`src/rtl/ula_shifter_seq_pkg.sv`:
```
// Shared ULA definitions: datapath defaults, shift-mode codes and shifter FSM states.
// Rotate support is selected by the ULA_SHIFT_ROT_EN macro in the shifter files.
package ula_shifter_seq_pkg;

   localparam int unsigned ULA_BITS = 8;
   localparam int unsigned ULA_OP_W = 2;

   localparam logic [ULA_OP_W-1:0] SHIFT_SLL = 2'b00;
   localparam logic [ULA_OP_W-1:0] SHIFT_SRL = 2'b01;
   localparam logic [ULA_OP_W-1:0] SHIFT_SRA = 2'b10;
   localparam logic [ULA_OP_W-1:0] SHIFT_ROR = 2'b11;

   typedef enum logic [1:0] {
      StIdle,
      StShift,
      StDone
   } shift_state_e;

endpackage

```
`src/rtl/ula_shift_stage.sv`:
```
// One barrel-shifter stage: shifts/rotates by the fixed distance DIST when enabled.
// Rotate is only built when ULA_SHIFT_ROT_EN is defined; otherwise mode 2'b11 passes data through.
module ula_shift_stage
   import ula_shifter_seq_pkg::*;
#(
   parameter int unsigned BITS = 8,
   parameter int unsigned DIST = 1
) (
   input  logic [BITS-1:0]     data_i,
   input  logic [ULA_OP_W-1:0] mode_i,
   input  logic                en_i,
   output logic [BITS-1:0]     data_o
);

   always_comb begin
      data_o = data_i;
      if (en_i) begin
         case (mode_i)
            SHIFT_SLL: data_o = data_i << DIST;
            SHIFT_SRL: data_o = data_i >> DIST;
            SHIFT_SRA: data_o = BITS'($signed(data_i) >>> DIST);
`ifdef ULA_SHIFT_ROT_EN
            SHIFT_ROR: data_o = (data_i >> DIST) | (data_i << (BITS - DIST));
`endif
            default:   data_o = data_i;
         endcase
      end
   end

endmodule

```
`src/rtl/ula_shifter_seq.sv`:
```
// Multi-cycle barrel shifter resolving one log2 stage per clock, start/busy/done handshake.
// Define ULA_SHIFT_ROT_EN to enable rotate-right on mode 2'b11 (otherwise an identity op).
module ula_shifter_seq
   import ula_shifter_seq_pkg::*;
#(
   parameter int unsigned BITS = ULA_BITS
) (
   input  logic                clk_in,
   input  logic                rst_in,
   input  logic                start_in,
   input  logic [ULA_OP_W-1:0] mode_in,
   input  logic [BITS-1:0]     a_in,
   input  logic [BITS-1:0]     b_in,
   output logic [BITS-1:0]     result_out,
   output logic                busy_out,
   output logic                done_out
);

   localparam int unsigned STAGES = $clog2(BITS);
   localparam int unsigned KW     = (STAGES > 1) ? $clog2(STAGES) : 1;

   shift_state_e        state_q;
   logic [BITS-1:0]     work_q;
   logic [ULA_OP_W-1:0] mode_q;
   logic [STAGES-1:0]   amt_q;
   logic [KW-1:0]       k_q;

   logic [BITS-1:0] stage_out [STAGES];
   logic [BITS-1:0] step_val;
   logic [BITS-1:0] load_val;
   logic            sat;
   logic            last_stage;

   for (genvar s = 0; s < STAGES; s++) begin : g_stage
      ula_shift_stage #(
         .BITS (BITS),
         .DIST (1 << s)
      ) u_stage (
         .data_i (work_q),
         .mode_i (mode_q),
         .en_i   (amt_q[s]),
         .data_o (stage_out[s])
      );
   end

   always_comb begin
      step_val = work_q;
      for (int s = 0; s < STAGES; s++) begin
         if (k_q == KW'(s)) step_val = stage_out[s];
      end
      last_stage = (k_q == KW'(STAGES - 1));
   end

   // Amounts >= BITS saturate at launch; the stages still run so latency stays fixed.
   always_comb begin
      sat      = |(b_in >> STAGES);
      load_val = a_in;
      if (sat) begin
         case (mode_in)
            SHIFT_SLL, SHIFT_SRL: load_val = '0;
            SHIFT_SRA:            load_val = {BITS{a_in[BITS-1]}};
            default:              load_val = a_in;
         endcase
      end
   end

   always_ff @(posedge clk_in or posedge rst_in) begin
      if (rst_in) begin
         state_q    <= StIdle;
         work_q     <= '0;
         mode_q     <= SHIFT_SLL;
         amt_q      <= '0;
         k_q        <= '0;
         result_out <= '0;
         busy_out   <= 1'b0;
         done_out   <= 1'b0;
      end else begin
         case (state_q)
            StIdle, StDone: begin
               done_out <= 1'b0;
               if (start_in) begin
                  work_q   <= load_val;
                  mode_q   <= mode_in;
                  amt_q    <= b_in[STAGES-1:0];
                  k_q      <= '0;
                  busy_out <= 1'b1;
                  state_q  <= StShift;
               end else begin
                  state_q <= StIdle;
               end
            end
            StShift: begin
               work_q <= step_val;
               k_q    <= k_q + 1'b1;
               if (last_stage) begin
                  result_out <= step_val;
                  done_out   <= 1'b1;
                  busy_out   <= 1'b0;
                  k_q        <= '0;
                  state_q    <= StDone;
               end
            end
            default: state_q <= StIdle;
         endcase
      end
   end

endmodule

```
`config.mk`:
```
export PLATFORM = sky130hd
export DESIGN_NAME = ula_shifter_seq
export DESIGN_NICKNAME = d
export VERILOG_FILES = /design/src/rtl/ula_shifter_seq_pkg.sv /design/src/rtl/ula_shift_stage.sv /design/src/rtl/ula_shifter_seq.sv
export SDC_FILE = /design/constraint.sdc
export NUM_CORES = 1
export LEC_CHECK = 0
export ABC_AREA = 1
export BUFFER_PORTS_ARGS = -buffer_cell sky130_fd_sc_hd__buf_2
export CAP_MARGIN = 20
export CORE_UTILIZATION = 54
export DETAILED_ROUTE_END_ITERATION = 7
export GPL_TIMING_DRIVEN = 0
export PLACE_DENSITY = 0.87
export SETUP_SLACK_MARGIN = 0.02
export SLEW_MARGIN = 30
export SYNTH_ARGS = -nofsm -noshare
export SYNTH_HDL_FRONTEND = slang
export SYNTH_SLANG_ARGS = --single-unit
export TNS_END_PERCENT = 5
```
`constraint.sdc`:
```
create_clock -name clk_in -period 2.68 [get_ports clk_in]
set_input_delay 0.268 -clock clk_in [delete_from_list [all_inputs] [get_ports clk_in]]
set_output_delay 0.268 -clock clk_in [all_outputs]
set_load 0.01 [all_outputs]
```
==> qor.csv, run 1 <==
stage;metric;value;unit
global_route;pin count of the biggest net entering global routing;28;
power;total power draw;0.00259;W
power;leakage;1.20;nW
finish;antenna fix cells;0;
synthesis;post-synth top area cell;dfrtp_1;
synthesis;largest cells by area after synthesis;dfrtp_1 36%, nand2_1 22%, nand3_1 8.3%;
die;Die Ht;60.7;um
finish;area grow syn2layout;13.2;%
global_route;total track usage;29.6;%
synthesis;syn_nets;305;
die;die area;0.00368;mm2
clock_tree;CTS root buf;clkbuf_4;
critical_path;Startpoint Class;register;
clock_tree;clock sinks;27;
clock_tree;Clock Tree Buf Depth;2;
clock_tree;CTS Buf Count;3;
job;max cap viols;0;
sta;final hold vios;0;
critical_path;CP Launch Point;k_q[0];
sta;RSZ-0062 raised after global routing;no;
clock_tree;H-tree depth;1;
critical_path;Worst Path Required;2920;ps
sta;Slew @ Worst Pin;572;ps
sta;Min Hold Slack;139;ps
synthesis;Ys Warns;0;
power;VDD IR max;636;uV
routing;post-route ant nets;0;
global_route;grt total ovfl;0;
synthesis;Synth Flop Type;dfrtp_1;
finish;area of the multi-input gates;0.00103;mm2
clock_tree;post-CTS setup buffers;0;
clock_tree;clock transition at the registers of the reported paths;160;ps
placement;dpl cells;358;
synthesis;post-synthesis cell type count;29;
synthesis;Synth top cells by count;110 x nand2_1, 31 x nand3_1, 29 x inv_1, 27 x dfrtp_1, 19 x nor2_1;
routing;wirelength, routed;4810;um
synthesis;sequential fraction of the synthesis area;36.3;%
critical_path;reg2reg start;k_q[0];
synthesis;Mapped Cells;284;
sta;Tcrit/Tclk final;57.8;%
critical_path;CP Max Fanout;7;
finish;fin cells;363;
clock_tree;Post-CTS Hold Buffers;1;
clock_tree;clock latency on the worst-skew pair;330;ps
global_route;vias in the first global route;1676;
hold_path;Worst Hold Class;primary input to register;
synthesis;ys async rst share;100;%
die;FP Rows;20;
sta;Slew HR;61.4;%
routing;vias per cell;5.41;
critical_path;Setup crit end;work_q[7];
die;Core ar.;0.00315;mm2
finish;register area;676;um2
finish;layout cells sized above 1;19.1;%
synthesis;syn_area_per_cell;6.55;um2
power;Power Dens Cells;1230;mW/mm2
placement;port bufs;30;
sta;Worst Skew;7.59;ps
placement;Final HPWL DP;3760;um
global_route;first-pass GRT wire length;8010;um
routing;wire per inst;13.3;um
placement;placer congestion estimate;0.982;
critical_path;CP endpoint kind;register;
clock_tree;post-CTS resize count;0;
routing;initial DRC count;185;
die;I/O pins;31;
synthesis;Post-synth EDFFs;0;
critical_path;R2R cell count;8;
critical_path;r2r setup slk;1130;ps
outcome;outcome;finished clean;
critical_path;FF-to-FF End;work_q[7];
synthesis;top-count cell post-synth;nand2_1;
routing;Vias;1963;
critical_path;arrival time worst endpoint;1790;ps
sta;count of final setup violators;0;
global_route;initial antenna violation count;0;
routing;DRC;0;
sta;post-route setup slack;1130;ps
placement;DP Worst Slack;1160;ps
synthesis;Yosys reg bits;27;
sta;minimum clock period;1550;ps
finish;Layout Nets;341;
synthesis;top-area cell type share of the netlist area;36.3;%
routing;drt pass-1 iters;5;
clock_tree;CTS tree;done;
synthesis;Post-Syn Area;0.00186;mm2
die;Starting Density;59.0;%
critical_path;kind of critical path;register to register;
sta;FMAX;645;MHz
finish;# fillers;312;
sta;total negative slack;0;ps
die;die width;60.7;um
sta;Final Max Slew Viols;0;
-- state kept, by name, summed over array words and instances (netlist names) --
name / count
busy_out: 1
state_q: 2
work_q: 8
done_out: 1
mode_q: 2
k_q: 2
result_out: 8
amt_q: 3
-- final cells by class --
cell class,instances,share of cell area [%]
Buffer,1,0.238
Clock buffer,3,1.07
Sequential cell,27,32.1
Clock inverter,1,0.357
Timing Repair Buffer,31,7.61
Multi-Input combinational cell,218,49.1
Tap cell,44,2.62
Inverter,38,6.90
-- worst max-delay path: stages, from the launching register on --
cell     delay [ps]
dfrtp_1         430
inv_2            90
nand3_1         280
o21ai_0         270
nand3_1         120
nand2_1         100
nand3_1          80
nand2_1          60
inv_1            30
-- cells in the final DEF (no fill, tap or decap), drive strengths merged --
master       count
a21oi           13
a22o             1
a22oi            3
and2             1
buf             31
clkbuf           3
clkinv           1
clkinvlp         1
dfrtp           27
dlygate4sd3      1
inv             37
mux2i            2
nand2          116
nand3           34
nand3b           1
nand4            1
nor2            24
o211ai           3
o21ai           16
o22ai            2
or2              1
-- power breakdown --
part	total (W)	internal, W	switching (W)
Combinational	0.00160	0.000541	0.00106
Sequential	0.000805	0.000590	0.000215
Clock	0.000183	0.0000570	0.000126
Total	0.00259	0.00119	0.00140
-- cells by family after synthesis --
logic type | Yosys count | share of synthesized area [%]
AND/OR/NAND/NOR | 178 | 42.7
buffers and inverters | 39 | 8.08
AO/OA/AOI/OAI | 38 | 11.8
flip-flops | 27 | 36.3
multiplexers | 2 | 1.08
-- layer usage --
metal	vias to the layer above	global-route usage [%]	part of all wire [%]
li1	978	-	-
met1	901	43.7	46
met2	78	48.8	46
met3	6	2.13	6.6
met4	0	4.55	1.2
met5	-	0	0
-- stage by stage --
| stage | utilization, % | cell area (um2) |
|---|---|---|
| floorplan | - | 1860 |
| global placement | 65.5 | 2060 |
| detailed placement | 65.5 | 2060 |
| CTS | 66.7 | 2100 |
| global route | 66.7 | 2100 |
| finish | 66.7 | 2100 |
-- how the worst min path moves through the flow --
stage             start            end  slack, ps  depth (start not counted)
2_1_floorplan    rst_in       amt_q[0]        320                          1
3_3_place_gp   done_out       done_out        460                          2
3_5_place_dp     rst_in  result_out[5]        360                          2
4_1_cts         b_in[1]       amt_q[1]        130                          3
5_1_grt         b_in[1]       amt_q[1]        130                          3
6_report        b_in[1]       amt_q[1]        140                          3
Power figures use the tool's default switching activity.
==> inputs of run 2 (changes only) <==
- ABC_AREA: 1 -> 0
- clock period: 2.68 -> 1.55 ns (I/O delays scaled with it)
==> qor.csv, run 2 <==
stage;metric;value;unit;change
sta;final hold vios;0;;unchanged
synthesis;largest cells by area after synthesis;dfrtp_1 35%, nand2_1 5.8%, o21ai_0 4.9%;;
routing;top sig layer;met4;;
die;die width;62.2;um;+2.5%
synthesis;Synth top cells by count;30 x nand2_1, 27 x dfrtp_1, 19 x nor2_1, 19 x o21ai_0, 17 x a21oi_1;;
clock_tree;clock sinks;27;;unchanged
critical_path;Worst Path Required;1820;ps;-1100 ps
placement;dpl cells;320;;-11%
finish;antenna fix cells;0;;unchanged
finish;area grow syn2layout;22.7;%;
sta;Worst Skew;12.1;ps;+4.48 ps
routing;wire per inst;18.6;um;+40%
placement;port bufs;29;;-3.3%
sta;count of final setup violators;6;;+6
critical_path;Startpoint Class;register;;
clock_tree;CTS tree;done;;
synthesis;post-synthesis cell type count;54;;+86%
die;FP Rows;21;;+5.0%
routing;initial DRC count;272;;+47%
die;Die Ht;62.2;um;+2.5%
global_route;initial antenna violation count;0;;unchanged
finish;fin cells;332;;-8.5%
synthesis;top-count cell post-synth;nand2_1;;
routing;met2 routed WL;2930;um;+31%
finish;commonest non-fill, non-tap cells in the layout;31 x buf_2, 29 x nand2_1, 23 x dfrtp_1, 18 x nor2_1;;
power;Power Dens Cells;2300;mW/mm2;+87%
placement;Final HPWL DP;4250;um;+13%
finish;register area;681;um2;+0.74%
routing;DRC;0;;unchanged
hold_path;Worst Hold Class;primary input to register;;
finish;# fillers;290;;-7.1%
finish;area of the multi-input gates;0.00126;mm2;+22%
routing;post-route ant nets;0;;unchanged
routing;wirelength, routed;6160;um;+28%
power;leakage;0.997;nW;-17%
synthesis;syn_area_per_cell;7.99;um2;+22%
clock_tree;CTS root buf;clkbuf_4;;
global_route;vias in the first global route;2068;;+23%
finish;biggest regs;result_out: 8 flops, work_q: 8 flops, amt_q: 3 flops;;
sta;Slew HR;58.8;%;-2.7 points
sta;FMAX;615;MHz;-4.7%
finish;commonest non-fill, non-tap cell in the layout;buf_2;;
clock_tree;H-tree depth;1;;unchanged
clock_tree;clock transition at the registers of the reported paths;170;ps;about the same
synthesis;Mapped Cells;245;;-14%
routing;routed length on met1;2420;um;+9.7%
synthesis;Synth Flop Type;dfrtp_1;;
synthesis;syn_nets;266;;-13%
critical_path;CP endpoint kind;register;;
synthesis;Post-Syn Area;0.00196;mm2;+5.3%
sta;Slew @ Worst Pin;616;ps;+43.6 ps
synthesis;ys async rst share;100;%;unchanged
sta;Final Max Slew Viols;0;;unchanged
die;Core ar.;0.00342;mm2;+8.3%
placement;placer congestion estimate;0.966;;-1.6%
critical_path;arrival time worst endpoint;1900;ps;+110 ps
synthesis;Post-synth EDFFs;0;;unchanged
synthesis;Yosys reg bits;27;;unchanged
outcome;outcome;finished with violations;;
finish;Layout Nets;308;;-9.7%
die;die area;0.00387;mm2;+5.1%
global_route;pin count of the biggest net entering global routing;28;;unchanged
synthesis;top-area cell type share of the netlist area;34.5;%;-1.8 points
global_route;grt total ovfl;0;;unchanged
finish;layout cells sized above 1;30.1;%;+11 points
power;VDD IR max;1390;uV;+120%
routing;vias per cell;6.57;;+22%
clock_tree;CTS Buf Count;3;;unchanged
synthesis;sequential fraction of the synthesis area;34.5;%;-1.8 points
sta;Tcrit/Tclk final;105;%;+47 points
clock_tree;Clock Tree Buf Depth;2;;unchanged
routing;Vias;2182;;+11%
clock_tree;clock latency on the worst-skew pair;330;ps;about the same
critical_path;kind of critical path;register to register;;
synthesis;post-synth top area cell;dfrtp_1;;
job;max cap viols;0;;unchanged
routing;drt pass-1 iters;7;;+2
die;I/O pins;31;;unchanged
synthesis;Ys Warns;0;;unchanged
critical_path;CP Max Fanout;8;;+1
sta;post-route setup slack;-76.7;ps;-1210 ps
global_route;first-pass GRT wire length;9910;um;+24%
routing;metal3 WL;596;um;+86%
die;Starting Density;57.3;%;-1.6 points
sta;minimum clock period;1630;ps;+76.8 ps
global_route;total track usage;32.8;%;+3.2 points
placement;Post-DP Area;0.00216;mm2;+4.7%
outcome;failing checks;setup timing;;
sta;total negative slack;-288;ps;-288 ps
finish;final instance area;0.00240;mm2;+14%
sta;RSZ-0062 raised after global routing;yes;;
[run 2: cell count changes after synthesis, moves of 8 or more]
| cell | previous run | this run |
|---|---|---|
| a31oi_1 | 0 | 11 |
| buf_2 | 1 | 9 |
| inv_1 | 29 | 8 |
| nand2_1 | 110 | 30 |
| nand3_1 | 31 | 6 |
| nor2b_1 | 0 | 12 |
[run 2: timing repair]
item                                   4_1_cts  5_1_grt
setup endpoints to repair                   19       21
resized for setup                           25       21
endpoints found under the hold margin       27        0
hold buffers                                 1        0
pin swaps                                    9        4
setup buffers                                7        1
[run 2: power by group]
group          switching [W]  leakage (nW)  total (W)  internal (W)
combinational        0.00211         0.663    0.00365       0.00153
sequential          0.000500         0.320    0.00156       0.00106
clock               0.000229        0.0139   0.000327     0.0000986
[run 2: through the flow]
step                      power (W)  hold slack, ps  setup slack, ps  util [%]
after floorplan             0.00355             208             93.8         -
after global placement      0.00439             357             -191      63.3
after detailed placement    0.00445             240             -244      63.3
after CTS                   0.00515            19.5            -17.7      68.5
after global routing        0.00586            39.1             -118      70.3
final                       0.00553            9.25            -76.7      70.3
[run 2: cells by family (layout without fill, tap and decap cells)]
kind of cell              Yosys count  after routing  synth area share, %
xor gates and xnor gates            1              1                0.831
buffers and inverters              26             67                 6.13
and+or+nand+nor                    91             91                 23.3
DFF                                27             27                 34.5
AOI/OAI and AO/OA                  97             97                 33.7
muxes                               3              3                 1.60
[run 2: per-layer routing]
| layer | vias up | track usage (%) |
|---|---|---|
| li1 | 987 | - |
| met1 | 1016 | 43.2 |
| met2 | 151 | 52.3 |
| met3 | 28 | 3.86 |
| met4 | 0 | 18.6 |
| met5 | - | 0 |
[run 2: worst paths after layout]
path,from,to,slack [ps],cells after the start
setup / recovery,mode_q[1],work_q[3],-80,5
hold / removal,b_in[0],amt_q[0],9,3
setup reg to reg,mode_q[1],work_q[3],-80,5
hold reg to reg,done_out,done_out,500,1
max in group asynchronous,rst_in,k_q[1],730,3
min in group asynchronous,rst_in,work_q[3],410,3
[run 2: final cells by class]
class	instances	area share [%]
inverter	9	1.41
clock inverter	1	0.313
buffer	16	4.84
timing repair buffer	38	9.11
sequential	27	28.3
clock buffer	3	0.938
tap	46	2.40
multi-input combinational	192	52.7
[run 2: worst max-delay path, stage by stage (launching register included)]
cell,delay (ps)
dfrtp_2,520
xor2_4,330
nand2_1,140
a31oi_1,320
nor4bb_4,100
o22ai_1,150
